## config.mk

```make
export PLATFORM = sky130hd
export DESIGN_NAME = change_dispenser
export DESIGN_NICKNAME = d
export VERILOG_FILES = /design/src/rtl/vend_pkg.sv /design/src/rtl/coin_tube_counter.sv /design/src/rtl/change_dispenser.sv
export SDC_FILE = /design/constraint.sdc
export NUM_CORES = 1
export LEC_CHECK = 0
export CAP_MARGIN = 5
export CORE_MARGIN = 4
export CORE_UTILIZATION = 55
export DETAILED_ROUTE_END_ITERATION = 16
export DONT_BUFFER_PORTS = 1
export GPL_TIMING_DRIVEN = 0
export PLACE_DENSITY = 0.7
export SLEW_MARGIN = 30
export SYNTH_ARGS = -nofsm -noshare
export SYNTH_HDL_FRONTEND = slang
export SYNTH_HIERARCHICAL = 1
export SYNTH_SLANG_ARGS = --single-unit
```

## constraint.sdc

```tcl
create_clock -name clock -period 8.93 [get_ports clock]
set_input_delay 1.786 -clock clock [delete_from_list [all_inputs] [get_ports clock]]
set_output_delay 1.786 -clock clock [all_outputs]
set_load 0.01 [all_outputs]
```

## src/rtl/vend_pkg.sv

```systemverilog
// Shared types for the vending change path.
// Denominations, FSM states and coin-select codes.
package vend_pkg;

  localparam int unsigned DEN_10 = 10;
  localparam int unsigned DEN_5  = 5;
  localparam int unsigned DEN_1  = 1;

  typedef enum logic [1:0] {
    ST_IDLE,
    ST_SELECT,
    ST_EJECT,
    ST_DONE
  } state_t;

  typedef enum logic [1:0] {
    SEL_NONE,
    SEL_C10,
    SEL_C5,
    SEL_C1
  } coin_sel_t;

  function automatic int unsigned coin_value(coin_sel_t s);
    int unsigned v;
    v = 0;
    case (s)
      SEL_C10: v = DEN_10;
      SEL_C5:  v = DEN_5;
      SEL_C1:  v = DEN_1;
      default: v = 0;
    endcase
    return v;
  endfunction

endpackage

```

## src/rtl/coin_tube_counter.sv

```systemverilog
// Saturating inventory counter for one coin tube.
// Simultaneous inc and dec cancel out.
module coin_tube_counter #(
  parameter int CNT_W = 8,
  parameter int INIT  = 0
) (
  input  logic             clock,
  input  logic             clear,
  input  logic             inc,
  input  logic             dec,
  output logic [CNT_W-1:0] count
);

  localparam logic [CNT_W-1:0] MAX_V  = '1;
  localparam logic [CNT_W-1:0] INIT_V = CNT_W'(INIT);

  always_ff @(posedge clock) begin
    if (clear) begin
      count <= INIT_V;
    end else if (inc && !dec) begin
      if (count != MAX_V)
        count <= count + 1'b1;
    end else if (dec && !inc) begin
      if (count != '0)
        count <= count - 1'b1;
    end
  end

endmodule

```

## src/rtl/change_dispenser.sv

```systemverilog
// Greedy change payout through one shared coin-eject mechanism.
// Three tubes (10/5/1), per-coin ack handshake, sticky jam fault.
module change_dispenser
  import vend_pkg::*;
#(
  parameter int AMT_W   = 32,
  parameter int CNT_W   = 8,
  parameter int INIT_10 = 20,
  parameter int INIT_5  = 20,
  parameter int INIT_1  = 50,
  parameter int TMO_CYC = 15
) (
  input  logic             clock,
  input  logic             clear,
  input  logic             req,
  input  logic [AMT_W-1:0] amount,
  input  logic             refill_10,
  input  logic             refill_5,
  input  logic             refill_1,
  input  logic             eject_ack,
  output logic             eject_10,
  output logic             eject_5,
  output logic             eject_1,
  output logic             busy,
  output logic             done,
  output logic [AMT_W-1:0] short_amt,
  output logic             fault,
  output logic [CNT_W-1:0] cnt_10,
  output logic [CNT_W-1:0] cnt_5,
  output logic [CNT_W-1:0] cnt_1
);

  localparam int TMR_W = $clog2(TMO_CYC + 1);
  localparam logic [TMR_W-1:0] TMR_LAST = TMR_W'(TMO_CYC - 1);

  state_t           state;
  coin_sel_t        sel;
  coin_sel_t        pick;
  logic [AMT_W-1:0] remain;
  logic [AMT_W-1:0] sel_val;
  logic [TMR_W-1:0] timer;
  logic             in_eject;
  logic             ack_hit;
  logic             tmo_hit;
  logic             dec_10;
  logic             dec_5;
  logic             dec_1;

  assign in_eject = (state == ST_EJECT);
  assign ack_hit  = in_eject && eject_ack;
  assign tmo_hit  = in_eject && !eject_ack && (timer == TMR_LAST);
  assign sel_val  = AMT_W'(coin_value(sel));

  // Largest affordable coin that is still in stock wins.
  always_comb begin
    pick = SEL_NONE;
    if (fault || remain == '0)
      pick = SEL_NONE;
    else if (remain >= AMT_W'(DEN_10) && cnt_10 != '0)
      pick = SEL_C10;
    else if (remain >= AMT_W'(DEN_5) && cnt_5 != '0)
      pick = SEL_C5;
    else if (remain >= AMT_W'(DEN_1) && cnt_1 != '0)
      pick = SEL_C1;
  end

  always_ff @(posedge clock) begin
    if (clear) begin
      state     <= ST_IDLE;
      sel       <= SEL_NONE;
      remain    <= '0;
      timer     <= '0;
      short_amt <= '0;
      fault     <= 1'b0;
    end else begin
      unique case (state)
        ST_IDLE: begin
          if (req) begin
            remain <= amount;
            state  <= ST_SELECT;
          end
        end
        ST_SELECT: begin
          if (pick == SEL_NONE) begin
            short_amt <= remain;
            sel       <= SEL_NONE;
            state     <= ST_DONE;
          end else begin
            sel   <= pick;
            timer <= '0;
            state <= ST_EJECT;
          end
        end
        ST_EJECT: begin
          if (eject_ack) begin
            remain <= remain - sel_val;
            timer  <= '0;
            sel    <= SEL_NONE;
            state  <= ST_SELECT;
          end else if (tmo_hit) begin
            fault     <= 1'b1;
            short_amt <= remain;
            timer     <= '0;
            sel       <= SEL_NONE;
            state     <= ST_DONE;
          end else begin
            timer <= timer + 1'b1;
          end
        end
        ST_DONE: begin
          state <= ST_IDLE;
        end
        default: begin
          state <= ST_IDLE;
        end
      endcase
    end
  end

  assign busy     = (state != ST_IDLE);
  assign done     = (state == ST_DONE);
  assign eject_10 = in_eject && (sel == SEL_C10);
  assign eject_5  = in_eject && (sel == SEL_C5);
  assign eject_1  = in_eject && (sel == SEL_C1);

  assign dec_10 = ack_hit && (sel == SEL_C10);
  assign dec_5  = ack_hit && (sel == SEL_C5);
  assign dec_1  = ack_hit && (sel == SEL_C1);

  coin_tube_counter #(
    .CNT_W(CNT_W),
    .INIT (INIT_10)
  ) u_tube_10 (
    .clock(clock),
    .clear(clear),
    .inc  (refill_10),
    .dec  (dec_10),
    .count(cnt_10)
  );

  coin_tube_counter #(
    .CNT_W(CNT_W),
    .INIT (INIT_5)
  ) u_tube_5 (
    .clock(clock),
    .clear(clear),
    .inc  (refill_5),
    .dec  (dec_5),
    .count(cnt_5)
  );

  coin_tube_counter #(
    .CNT_W(CNT_W),
    .INIT (INIT_1)
  ) u_tube_1 (
    .clock(clock),
    .clear(clear),
    .inc  (refill_1),
    .dec  (dec_1),
    .count(cnt_1)
  );

endmodule

```

==> key figures, run 1 <==
Clocking
  – TritonCTS clock tree: yes
  – Root buffer cell: clkbuf_16
  – Setup repair bufs after CTS: 0
  – Insertion delay to the later sink of the worst-skew pair: 0.35 ns
  – Resize count post-CTS: 0
  – H-tree depth: 3
  – CTS Sinks: 97
  – Total CTS buffers: 9
  – Cts hold-fix bufs: 0
  – Worst-path clk slew: 0.07 ns
  – Max clock buf depth: 2

Worst setup path
  – Startpoint Class: flop
  – FF-to-FF path depth: 16
  – Stages on worst setup path: 16
  – Worst setup path class: flop to flop
  – CP top delay family: buffers and inverters
  – Crit-path cells: inv_1 -> ha_1 -> clkbuf_1 -> buf_1 -> clkbuf_1 -> nand2_1 -> nor2_1 -> inv_1 -> ha_1 -> inv_1 -> ha_1 -> a211oi_1 -> o21ai_0 -> or3_1 -> a31oi_1 -> mux2_1
  – Worst path buffer plus inverter count: 6
  – CP Data Required Time: 9.17 ns
  – Slowest stage delay, CP: 0.55 ns
  – Worst EP arrival: 5.27 ns
  – Slowest cell on the critical path: clkbuf_1
  – Critical path peak fanout: 10
  – Nature of the critical path endpoint: flop

Route
  – Iteration-0 DRC Markers: 586
  – DRC errors left: 0
  – Via density: 6.58
  – Drt first pass iters: 5
  – Final wirelength: 19.2 mm
  – Routed via count: 6,149
  – Routed WL per cell: 20.6 um
  – Post-route ant nets: 0

Floorplanning
  – Die width: 117 um
  – Row count: 39
  – Core region area: 11,500 um^2
  – Top-Level Pins: 101
  – Starting Density: 56.6%
  – Die area: 13,600 um^2
  – Vert. Die Dim: 117 um

Final layout
  – Ant. Diodes: 0
  – P&R area growth vs syn: 7.28%
  – Layout cells sized above 1: 6.94%
  – NumNets Final: 864
  – Most frequent cells in the layout: dfxtp_1, nand2b_1, nor2_1
  – Final instance area: 6990 um^2
  – Commonest non-fill, non-tap cell in the layout: dfxtp_1

Logic synthesis
  – Primary FF master, synth: dfxtp_1
  – Syn Nets: 853
  – Distinct cells, synth: 75
  – #FFs+latches synth: 97
  – EDFF count, synth: 0
  – Register area share after synthesis: 29.8%
  – Syn Inst Count: 777
  – Synth Area per Inst: 8.38 um^2
  – Synth top area cells: dfxtp_1, nand2b_1, mux2i_1
  – Synth warn: 6
  – Ys async rst share: 0%
  – Post-synth top area share: 29.8%
  – Synth area leader: dfxtp_1
  – Mapped Area: 6510 um^2

STA
  – Worst Max-Slew Pin Slew: 0.932 ns
  – Max-slew violation count: 0
  – FMAX: 199 MHz
  – Finish-stage setup viols: 0
  – Period utilisation layout: 56.3%
  – RSZ-0062 raised after global routing: false
  – Total negative slack: 0 ns
  – Tmin final: 5.03 ns
  – Skew final: 0.00741 ns
  – Worst rel slew slack: 37.3%
  – Final hold violation count: 0

Global route
  – Gr ovfl total: 0
  – First-pass GRT wire length: 30.1 mm
  – Vias in the first global route: 5,864
  – GRT Total Usage: 27.9%
  – Initial antenna violation count: 0
  – Largest net degree at the start of global routing: 16

Pwr
  – Pwr/cell area: 324 nW/um^2
  – Total Power: 2270 uW
  – Pleak: 0.00256 uW
  – Peak VDD IR: 0.170 mV

Place
  – Buffers on Ports: 0
  – DP HPWL: 14.1 mm
  – Area of placed instances: 6690 um^2
  – GP Congestion: 0.973

Hold path
  – Tightest Hold Check Type: flop to flop
  – Hold Path Cell Cnt: 2

Run
  – Max cap viols: 0

Outcome
  – Outcome: finished, final reports clean
path summary, 6_finish.rpt:
kind | startpoint | end | slack (ns)
worst max-delay path | state[0]$_SDFFE_PP0P_ | u_tube_1/count[7]$_SDFFE_PP0P_ | 3.90
worst min register to register | sel[0]$_SDFFE_PP0P_ | sel[0]$_SDFFE_PP0P_ | 0.49
worst min-delay path | sel[0]$_SDFFE_PP0P_ | sel[0]$_SDFFE_PP0P_ | 0.49
worst max register to register | state[0]$_SDFFE_PP0P_ | u_tube_1/count[7]$_SDFFE_PP0P_ | 3.90
metrics by stage:
step           util [%]  hold slack [ns]  cells  setup WS [ns]
2_1_floorplan         -            0.453    777           4.92
3_3_place_gp       58.1            0.471    920           4.18
3_5_place_dp       58.1            0.477    920           3.98
4_1_cts            60.7            0.487    935           3.95
5_1_grt            60.7            0.514    935           3.63
6_report           60.7            0.489    935           3.90
power by group:
group	internal, uW	switching (uW)	total [uW]
sequential	542	174	716
combinational	424	732	1160
clock	223	171	393
total	1190	1080	2270
layer usage:
| metal | track usage, % | wire length, um | share of wire [%] |
|---|---|---|---|
| met5 | 0 | 0 | 0 |
| met4 | 10.9 | 529 | 2.7 |
| met3 | 6.43 | 1910 | 9.9 |
| met2 | 43.1 | 8530 | 44 |
| met1 | 37.9 | 8280 | 43 |
flip-flops by register name, indices dropped and copies added, names as in the netlist:
register,count
fault,1
remain,32
sel,2
short_amt,32
state,2
timer,4
u_tube_1/count,8
u_tube_10/count,8
u_tube_5/count,8
cell type report:
| cell class | count | area [um^2] |
|---|---|---|
| fillers | 1077 | 4530 |
| multi-input cells | 601 | 4210 |
| plain buffers | 47 | 240 |
| inverters | 32 | 120 |
| clock buffers | 10 | 239 |
| well taps | 143 | 179 |
| flip-flops and latches | 97 | 1940 |
| clock inverters | 5 | 56.3 |
synthesized netlist by cell type, types with 13 or more instances:
cell and n:
dfxtp_1 97, nand2b_1 72, nor2_1 64, nand2_1 46, mux2i_1 43, a21oi_1 36, clkbuf_1 33, ha_1 33
inv_1 32, nor3_1 24, a211oi_1 21, o21ai_0 18, or3_1 15, nand4_1 14, a21o_1 13
worst reg2reg max path: stages (launching register included):
cell,delay [ns]
dfxtp_1,0.35
inv_1,0.13
ha_1,0.16
clkbuf_1,0.47
buf_1,0.53
clkbuf_1,0.55
nand2_1,0.25
nor2_1,0.20
inv_1,0.06
ha_1,0.27
inv_1,0.25
ha_1,0.30
a211oi_1,0.23
o21ai_0,0.20
or3_1,0.40
a31oi_1,0.22
mux2_1,0.34
cell families after synthesis:
kind of cell             count (synthesis)  synth area share [%]
buffers and inverters                   79                  5.53
adder cells (fa/ha/maj)                 37                  7.57
AND/OR/NAND/NOR                        317                  27.6
multiplexers                            48                  7.53
flip-flops                              97                  29.8
XOR/XNOR                                12                  1.61
AO/OA/AOI/OAI                          187                  20.4
Power figures use the tool's default switching activity.
==> inputs of run 2 (changes only) <==
==> constraint.sdc (replaced) <==
create_clock -name clock -period 4.7 [get_ports clock]
set_input_delay 0.94 -clock clock [delete_from_list [all_inputs] [get_ports clock]]
set_output_delay 0.94 -clock clock [all_outputs]
set_load 0.01 [all_outputs]
==> run 2 against run 1 <==
Net effect: worst hold slack about the same; register-to-register slack got worse by 3.6 ns; die area stayed put; fmax is 14% higher; clock power grew 90%; cell area is essentially flat; critical path depth is 1 lower; via count is 0.36% higher; wire length increased by 0.11%; sequential power up 90%; clock skew about the same; sequential share of layout area hardly changed; critical path type unchanged; largest cell class unchanged.
==> key figures, run 2 (synthesis gave the netlist of run 1 again) <==
Place
  – Post-place setup slack: -0.254 ns
  – Buffers on Ports: 0
  – GP Congestion: 0.973
  – DP HPWL: 14.1 mm

STA
  – Total negative slack: 0 ns
  – Tmin final: 4.42 ns
  – Worst rel slew slack: 39.0%
  – RSZ-0062 raised after global routing: false
  – Period utilisation layout: 94.0%
  – PnR worst setup slack: 0.282 ns
  – FMAX: 226 MHz
  – Max-slew violation count: 0
  – Finish-stage setup viols: 0
  – Final hold slack: 0.489 ns
  – Final hold violation count: 0
  – Skew final: 0.00726 ns
  – Worst Max-Slew Pin Slew: 0.907 ns

Worst setup path
  – Worst EP arrival: 4.66 ns
  – Crit-path cells: inv_1 -> ha_1 -> buf_2 -> clkbuf_2 -> nand2_1 -> nor2_1 -> inv_1 -> ha_1 -> inv_1 -> ha_1 -> a211oi_1 -> o21ai_0 -> or3_1 -> a31oi_1 -> mux2_1
  – Nature of the critical path endpoint: flop
  – Slowest cell on the critical path: ha_1
  – CP Data Required Time: 4.94 ns
  – Slowest stage delay, CP: 0.49 ns
  – Startpoint Class: flop
  – Critical path peak fanout: 10
  – Worst setup path class: flop to flop
  – R2r setup slk: 0.28 ns

Global route
  – Initial antenna violation count: 0
  – Largest net degree at the start of global routing: 16
  – Gr ovfl total: 0
  – Vias in the first global route: 5,864
  – GRT Total Usage: 27.9%
  – First-pass GRT wire length: 30.1 mm

Final layout
  – Commonest non-fill, non-tap cell in the layout: dfxtp_1
  – Most frequent cells in the layout: dfxtp_1, nand2b_1, nor2_1
  – P&R area growth vs syn: 7.26%
  – Largest regs: remain (32), short_amt (32)
  – Ant. Diodes: 0
  – Layout cells sized above 1: 7.21%
  – Filler cells: 1,076
  – NumNets Final: 863

Outcome
  – Outcome: finished, final reports clean

Floorplanning
  – Core region area: 11,500 um^2
  – Die width: 117 um
  – Starting Density: 56.6%
  – Top-Level Pins: 101
  – Die area: 13,600 um^2
  – Row count: 39
  – Vert. Die Dim: 117 um

Route
  – Post-route ant nets: 0
  – Via density: 6.61
  – DRC errors left: 0
  – Final wirelength: 19.3 mm
  – Drt first pass iters: 5
  – Iteration-0 DRC Markers: 673
  – Routed via count: 6,171
  – Routed WL per cell: 20.6 um

Clocking
  – Root buffer cell: clkbuf_16
  – Worst-path clk slew: 0.07 ns
  – Insertion delay to the later sink of the worst-skew pair: 0.35 ns
  – CTS Sinks: 97
  – TritonCTS clock tree: yes
  – Total CTS buffers: 9
  – Max clock buf depth: 2
  – H-tree depth: 3

Pwr
  – Peak VDD IR: 0.309 mV
  – Pwr/cell area: 617 nW/um^2
  – Pleak: 0.00256 uW

Hold path
  – Tightest Hold Check Type: flop to flop

Run
  – Max cap viols: 0
[run 2: cell count changes in the layout (fill, tap and decap cells not counted), sizes merged]
cell    change
clkbuf      -1
[run 2: metal layers]
layer | vias up | routed length [um] | global-route usage, %
li1 | 2888 | - | -
met1 | 2961 | 8250 | 37.9
met2 | 278 | 8610 | 43.1
met3 | 44 | 1870 | 6.43
met4 | 0 | 537 | 10.9
met5 | - | 0 | 0
[run 2: final timing paths]
path                            cells past startpoint             startpoint                             end
worst max-delay path                               15  state[0]$_SDFFE_PP0P_  u_tube_1/count[7]$_SDFFE_PP0P_
worst min-delay path                                2    sel[0]$_SDFFE_PP0P_             sel[0]$_SDFFE_PP0P_
worst max register to register                     15  state[0]$_SDFFE_PP0P_  u_tube_1/count[7]$_SDFFE_PP0P_
worst min register to register                      2    sel[0]$_SDFFE_PP0P_             sel[0]$_SDFFE_PP0P_
[run 2: repair_timing]
item / 4_1_cts / 5_1_grt
gates cloned: 0 / 0
gates resized for setup: 2 / 0
setup buffers: 0 / 0
endpoints found under the setup margin: 3 / 2
hold buffers: 0 / 0
[run 2: critical path, delay by kind of cell (launching register included)]
kind	cells	cell delay, ns
buffers and inverters	5	1.13
and+or+nand+nor	3	0.76
DFF	1	0.35
muxes	1	0.34
AOI/OAI and AO/OA	3	0.65
adders and majority gates	3	1.06
[run 2: area by class of cell]
type / count / area [um^2] / share of cell area [%]
multi-input cells: 601 / 4210 / 60.3
clock buffers: 10 / 239 / 3.42
flip-flops and latches: 97 / 1940 / 27.8
well taps: 143 / 179 / 2.56
plain buffers: 46 / 239 / 3.42
clock inverters: 5 / 56.3 / 0.806
inverters: 32 / 120 / 1.72
[run 2: per-stage QoR]
| step | instances | cell area (um^2) | util [%] | total power, uW |
|---|---|---|---|---|
| 3_5_place_dp | 920 | 6690 | 58.1 | 3500 |
| 6_report | 934 | 6990 | 60.7 | 4310 |
| 5_1_grt | 934 | 6990 | 60.7 | 4570 |
| 2_1_floorplan | 777 | 6510 | - | 2910 |
| 3_3_place_gp | 920 | 6690 | 58.1 | 3420 |
| 4_1_cts | 935 | 6990 | 60.7 | 4250 |
[run 2: where the power goes]
group          internal [uW]  switching, uW  leakage, uW  total [uW]
Sequential              1030            331     0.000796        1360
Clock                    423            324     0.000144         748
Combinational            808           1390      0.00162        2200
